$ cat config.mk
export PLATFORM = sky130hd
export DESIGN_NAME = ring_req_inj_arb
export DESIGN_NICKNAME = d
export VERILOG_FILES = /design/src/rtl/ring_req_inj_arb.sv
export SDC_FILE = /design/constraint.sdc
export NUM_CORES = 1
export LEC_CHECK = 0
export BUFFER_PORTS_ARGS = -buffer_cell sky130_fd_sc_hd__buf_2
export CAP_MARGIN = 25
export CORE_MARGIN = 10
export CORE_UTILIZATION = 35
export DETAILED_ROUTE_END_ITERATION = 6
export PLACE_DENSITY = 0.63
export RECOVER_POWER = 25
export SYNTH_ARGS = -nofsm -noshare
export SYNTH_HDL_FRONTEND = slang
export SYNTH_SLANG_ARGS = --single-unit
export TNS_END_PERCENT = 5
$ cat constraint.sdc
create_clock -name QClk -period 9.1 [get_ports QClk]
set_input_delay 0.455 -clock QClk [delete_from_list [all_inputs] [get_ports QClk]]
set_output_delay 0.455 -clock QClk [all_outputs]
set_load 0.1 [all_outputs]
$ cat src/rtl/ring_req_inj_arb.sv
// ring_req_inj_arb: per-tile ring stop for the request ring.
// Each cycle the incoming slot is ejected to the tile, dropped as unclaimed,
// forwarded downstream, or (when free) refilled from the local injection FIFO.
// Ring traffic always wins over local injection. All results appear one cycle
// later on the Q501H outputs.
//
// Ports:
//   QClk, RstQnnnH          clock, asynchronous active-high reset
//   CoreID                  this tile's ID (static after reset)
//   RingIn*Q500H            incoming ring slot
//   RingOut*Q501H           registered outgoing ring slot
//   LocReq*                 local injection request (valid/ready handshake)
//   Ej*Q501H                ejected request to the tile (no backpressure)
//   UnclaimedDropQ501H      one-cycle pulse when a looped request is dropped
//   Starve                  local FIFO blocked for at least STARVE_TH cycles
//   FifoCount               local FIFO occupancy

package ring_req_inj_arb_pkg;
    typedef logic [3:0] t_opcode;

    typedef struct packed {
        logic [9:0]  requestor;
        t_opcode     opcode;
        logic [31:0] address;
        logic [31:0] data;
    } t_req;
endpackage

module ring_req_inj_arb
    import ring_req_inj_arb_pkg::*;
#(
    parameter int unsigned FIFO_DEPTH = 4,
    parameter int unsigned STARVE_TH  = 16
) (
    input  logic                          QClk,
    input  logic                          RstQnnnH,
    input  logic [7:0]                    CoreID,
    input  logic                          RingInValidQ500H,
    input  logic [9:0]                    RingInRequestorQ500H,
    input  t_opcode                       RingInOpcodeQ500H,
    input  logic [31:0]                   RingInAddressQ500H,
    input  logic [31:0]                   RingInDataQ500H,
    output logic                          RingOutValidQ501H,
    output logic [9:0]                    RingOutRequestorQ501H,
    output t_opcode                       RingOutOpcodeQ501H,
    output logic [31:0]                   RingOutAddressQ501H,
    output logic [31:0]                   RingOutDataQ501H,
    input  logic                          LocReqValid,
    output logic                          LocReqReady,
    input  logic [9:0]                    LocReqRequestor,
    input  t_opcode                       LocReqOpcode,
    input  logic [31:0]                   LocReqAddress,
    input  logic [31:0]                   LocReqData,
    output logic                          EjValidQ501H,
    output logic [9:0]                    EjRequestorQ501H,
    output t_opcode                       EjOpcodeQ501H,
    output logic [31:0]                   EjAddressQ501H,
    output logic [31:0]                   EjDataQ501H,
    output logic                          UnclaimedDropQ501H,
    output logic                          Starve,
    output logic [$clog2(FIFO_DEPTH):0]   FifoCount
);

    localparam int unsigned PTR_W = $clog2(FIFO_DEPTH);
    localparam int unsigned CNT_W = PTR_W + 1;

    // Slot classification
    logic w_eject, w_unclaimed, w_forward, w_free;
    logic w_empty, w_push, w_pop;
    t_req w_ring_in, w_loc_req, w_head;

    // FIFO state
    t_req             r_mem [FIFO_DEPTH];
    logic [PTR_W-1:0] r_wptr, r_rptr;
    logic [CNT_W-1:0] r_count, w_count_d;

    // Starvation state
    logic [7:0] r_starve_cnt, w_starve_cnt_d;
    logic       r_starve;

    // Output registers
    logic r_ring_valid, r_ej_valid, r_drop;
    t_req r_ring_out, r_ej_out;

    assign w_ring_in = '{requestor: RingInRequestorQ500H, opcode: RingInOpcodeQ500H,
                         address: RingInAddressQ500H, data: RingInDataQ500H};
    assign w_loc_req = '{requestor: LocReqRequestor, opcode: LocReqOpcode,
                         address: LocReqAddress, data: LocReqData};

    // Invalid slots are ignored entirely, including destination/requestor fields.
    assign w_eject     = RingInValidQ500H && (RingInAddressQ500H[31:24] == CoreID);
    assign w_unclaimed = RingInValidQ500H && !w_eject && (RingInRequestorQ500H[9:2] == CoreID);
    assign w_forward   = RingInValidQ500H && !w_eject && !w_unclaimed;
    assign w_free      = !w_forward;

    assign w_empty     = (r_count == '0);
    // Ready is based on the registered count only: a full FIFO refuses a push
    // even in a cycle where it pops.
    assign LocReqReady = (r_count < CNT_W'(FIFO_DEPTH));
    assign w_push      = LocReqValid && LocReqReady;
    assign w_pop       = w_free && !w_empty;
    assign w_head      = r_mem[r_rptr];

    always_comb begin
        w_count_d = r_count;
        unique case ({w_push, w_pop})
            2'b10:   w_count_d = r_count + CNT_W'(1);
            2'b01:   w_count_d = r_count - CNT_W'(1);
            default: w_count_d = r_count;
        endcase
    end

    always_comb begin
        w_starve_cnt_d = r_starve_cnt;
        if (w_pop || w_empty) begin
            w_starve_cnt_d = '0;
        end else if (w_forward && (r_starve_cnt != 8'hFF)) begin
            w_starve_cnt_d = r_starve_cnt + 8'd1;
        end
    end

    // Storage is not reset; only the pointers and count define its contents.
    always_ff @(posedge QClk) begin
        if (w_push) begin
            r_mem[r_wptr] <= w_loc_req;
        end
    end

    always_ff @(posedge QClk or posedge RstQnnnH) begin
        if (RstQnnnH) begin
            r_wptr       <= '0;
            r_rptr       <= '0;
            r_count      <= '0;
            r_starve_cnt <= '0;
            r_starve     <= 1'b0;
            r_ring_valid <= 1'b0;
            r_ring_out   <= '0;
            r_ej_valid   <= 1'b0;
            r_ej_out     <= '0;
            r_drop       <= 1'b0;
        end else begin
            if (w_push) r_wptr <= r_wptr + PTR_W'(1);
            if (w_pop)  r_rptr <= r_rptr + PTR_W'(1);
            r_count      <= w_count_d;
            r_starve_cnt <= w_starve_cnt_d;
            r_starve     <= (w_starve_cnt_d >= 8'(STARVE_TH));

            if (w_forward) begin
                r_ring_valid <= 1'b1;
                r_ring_out   <= w_ring_in;
            end else if (w_pop) begin
                r_ring_valid <= 1'b1;
                r_ring_out   <= w_head;
            end else begin
                r_ring_valid <= 1'b0;
            end

            r_ej_valid <= w_eject;
            if (w_eject) r_ej_out <= w_ring_in;

            r_drop <= w_unclaimed;
        end
    end

    assign RingOutValidQ501H     = r_ring_valid;
    assign RingOutRequestorQ501H = r_ring_out.requestor;
    assign RingOutOpcodeQ501H    = r_ring_out.opcode;
    assign RingOutAddressQ501H   = r_ring_out.address;
    assign RingOutDataQ501H      = r_ring_out.data;
    assign EjValidQ501H          = r_ej_valid;
    assign EjRequestorQ501H      = r_ej_out.requestor;
    assign EjOpcodeQ501H         = r_ej_out.opcode;
    assign EjAddressQ501H        = r_ej_out.address;
    assign EjDataQ501H           = r_ej_out.data;
    assign UnclaimedDropQ501H    = r_drop;
    assign Starve                = r_starve;
    assign FifoCount             = r_count;

endmodule

==> flow_summary.rst <==
.. list-table::
   :header-rows: 1

   * - Metric
     - Value
   * - Port-buffer cells
     - between 300 and 400
   * - Average routed wire per standard cell
     - approximately 22 microns
   * - Final count of hold timing violations
     - 0
   * - Sink Count
     - 487
   * - Diode insertion count for antenna repair
     - 0
   * - HPWL after detailed placement
     - 29600 microns
   * - Vias per cell
     - between 4 and 5
   * - Areal power density over the cells
     - 354 nW/um^2
   * - Minimum hold slack
     - 17.2 ps
   * - Area after detailed placement
     - around 22000 sq um
   * - Via count of the first global-routing pass
     - approximately 11000
   * - Count of unresolved DRC violations after routing
     - 0
   * - Share of the cycle needed by the critical path after routing
     - 30.5%
   * - Worst EP required
     - roughly 9600 ps
   * - CTS root buffer
     - clkbuf_16
   * - Sum of negative setup slack
     - 0 ps
   * - Post-synth design cell area
     - approximately 19000 sq um
   * - Final total power
     - slightly above 8 mW
   * - H-tree levels
     - 2
   * - CP startpoint kind
     - register
   * - Post-synthesis net count
     - between 1000 and 1500
   * - Number of cells upsized or downsized after cts
     - 0
   * - R2R depth
     - 4
   * - Overall global routing resource usage
     - between 10 and 15%
   * - Number of distinct library cells after synthesis
     - 33
   * - Iteration count of the initial detailed-routing pass
     - 6
   * - Die X
     - about 250 microns
   * - Clock latency on the worst-skew pair
     - 580 ps
   * - Worst Clk Skew
     - slightly below 20 ps
   * - Sequential area share after synthesis
     - between 70% and 80%
   * - Final antenna-violating net count
     - 0
   * - Cell types with the highest counts after synthesis
     - edfxtp_1, mux2_2, dfrtp_1
   * - Most repeated cell in the gate-level netlist after synthesis
     - edfxtp_1
   * - Headroom to the max-slew limit
     - between 40% and 50%
   * - Worst hold path type
     - in2async
   * - Maximum clock path buffer count
     - 3
   * - Final wirelength
     - 45400 microns
   * - Maximum frequency from static timing analysis
     - about 0.36 GHz
   * - Via total after detailed routing
     - 9914
   * - Worst-margin pin slew
     - 895 ps
   * - Wire length of the first global-routing pass
     - 67700 microns
   * - Result of the run
     - finished clean
   * - Share of the synthesized area in the top cell type
     - around half
   * - Number of antenna violations at the first check in global routing
     - 7
   * - Warnings, synthesis
     - 0
   * - Minimum clock period after layout
     - between 2000 and 3000 ps
   * - Number of setup violations in the final report
     - 0
   * - Number of setup buffers added after CTS
     - 0
   * - Number of register bits inferred by synthesis
     - a little under 500
   * - Clock tree from TritonCTS
     - done
   * - Routability-driven placement congestion ratio
     - about 0.76
   * - Share of layout cells above drive strength 1
     - approximately half
   * - Reported max-cap violation count
     - 0
   * - Flop2flop setup slack
     - 6320 ps
   * - Cell count after synthesis
     - around 950
   * - Maximum ir drop on the vdd rail
     - 0.000224 V
   * - Starting utilization of the core area
     - approximately 35%
   * - Area of the die
     - between 60000 and 70000 sq um
   * - Final Max Slew Viols
     - 0
   * - Pin count of the biggest net entering global routing
     - between 100 and 150
   * - Core Region
     - between 50000 and 60000 sq um
   * - Overflow after GRT
     - 0
   * - Sort of element at the end of the critical path
     - register
   * - Area delta synth->final
     - 21.0%
   * - Post-CTS clock slew at the launch and capture registers of the worst setup and hold paths
     - ~60 ps
   * - LEAKAGE
     - roughly 9.1 nW
   * - Average cell area after synthesis
     - a little over 20 sq um
   * - Largest fanout on the critical path
     - 28
   * - Most area-consuming cells after synthesis
     - edfxtp_1, dfrtp_1, mux2_2, mux4_2, mux2_4
   * - Summed area of non-filler cells in the final layout
     - 23100 sq um
   * - Critical path data arrival time
     - between 3000 and 4000 ps
   * - Hold bufs inserted after CTS
     - 0
   * - 1st-iter DRT viols
     - around 410
   * - Number of enable flip-flop cells after synthesis
     - roughly 310
   * - RSZ-0062 raised after global routing
     - false
   * - Proportion of register bits with asynchronous set or reset after synthesis
     - 35.9%
   * - CP Class
     - reg2reg
   * - Y dimension of the die
     - 254 microns
   * - Most area-hungry cell type in the Yosys netlist
     - edfxtp_1
   * - Number of nets in the layout
     - ~1500
   * - Standard-cell row count
     - 85
   * - Cts bufs inserted
     - 53
   * - Number of top-level pins
     - 332
   * - Top_reg_cell synth
     - edfxtp_1
flip-flops by register name, indices dropped and copies added, names as in the netlist:
register,flops
r_mem,312
EjAddressQ501H,32
EjDataQ501H,32
RingOutAddressQ501H,32
RingOutDataQ501H,32
EjRequestorQ501H,10
RingOutRequestorQ501H,10
r_starve_cnt,8
EjOpcodeQ501H,4
RingOutOpcodeQ501H,4
FifoCount,3
r_rptr,2
r_wptr,2
EjValidQ501H,1
RingOutValidQ501H,1
Starve,1
UnclaimedDropQ501H,1
metrics by stage:
stage	utilization (%)	setup WS, ps	std cells
floorplan	-	3900	946
global placement	40.0	6210	1941
detailed placement	40.0	6180	1941
CTS	43.0	6200	2038
global route	42.9	6100	2038
finish	42.9	6320	2038
routing by layer:
layer,vias up,part of all wire [%],track usage (%),wire length [microns]
met5,-,0.16,0,74
met4,12,2.1,4.14,955
met3,82,6.7,3.89,3020
met2,272,49,22.9,22000
met1,5141,43,17.5,19300
li1,4407,-,-,-
where the power goes:
group	internal, mW	switching [mW]
logic	0.944	2.21
registers	2.78	0.213
clock network	1.19	0.856
logic make-up (layout without fill, tap and decap cells):
kind of cell    count (synthesis)  in the layout  share of synthesized area [%]
mux                           314            314                           23.5
flops                         487            487                           71.9
xor+xnor                       24             24                           1.10
buf+inv                        55            451                           1.34
fa+ha+maj                       7              7                          0.498
compound gates                 13             13                          0.511
simple gates                   46             46                           1.14
cell usage in the layout, fill, tap and decap left out, types with 2 or more instances in the layout:
cell | Yosys | routed
edfxtp_1 | 312 | 312
buf_2 | 22 | 258
mux2_2 | 214 | 214
dfrtp_1 | 175 | 173
clkbuf_1 | 14 | 84
mux4_2 | 78 | 78
clkbuf_16 | 0 | 53
xnor2_1 | 22 | 22
mux2_4 | 20 | 20
nor2_1 | 13 | 13
buf_4 | 0 | 13
clkinv_2 | 0 | 11
clkinv_1 | 0 | 10
nand2_1 | 10 | 9
inv_1 | 10 | 9
o21ai_0 | 6 | 6
ha_1 | 6 | 6
nand3_1 | 5 | 5
nand4_1 | 4 | 4
nor3_1 | 5 | 4
and2_4 | 0 | 4
clkbuf_8 | 0 | 4
bufinv_16 | 0 | 3
mux2i_1 | 2 | 2
a31oi_1 | 2 | 2
xor2_1 | 2 | 2
inv_8 | 0 | 2
clkinvlp_4 | 0 | 2
dfrtp_4 | 0 | 2
worst max-delay path, stage by stage, from the launching register on:
cell,delay (ps)
dfrtp_4,790
buf_4,650
mux4_2,620
mux2_2,280
mux2_2,250
path summary, 6_finish.rpt:
path | startpoint | endpoint
max in group asynchronous | RstQnnnH | r_rptr[0]
setup reg to reg | r_rptr[0] | RingOutAddressQ501H[4]
hold reg to reg | EjAddressQ501H[7] | EjAddressQ501H[7]
min in group QClk | LocReqData[0] | r_mem[3][0]
hold / removal | RstQnnnH | EjDataQ501H[12]
setup / recovery | r_rptr[0] | RingOutAddressQ501H[4]
cell type report:
cell class / count / area, sq um
fillers: 4807 / 30800
flip-flops and latches: 487 / 13800
multi-input cells: 404 / 5130
repair buffers: 344 / 1660
clock buffers: 68 / 1420
well taps: 696 / 871
clock inverters: 29 / 226
inverters: 10 / 45.0
Power figures use the tool's default switching activity.
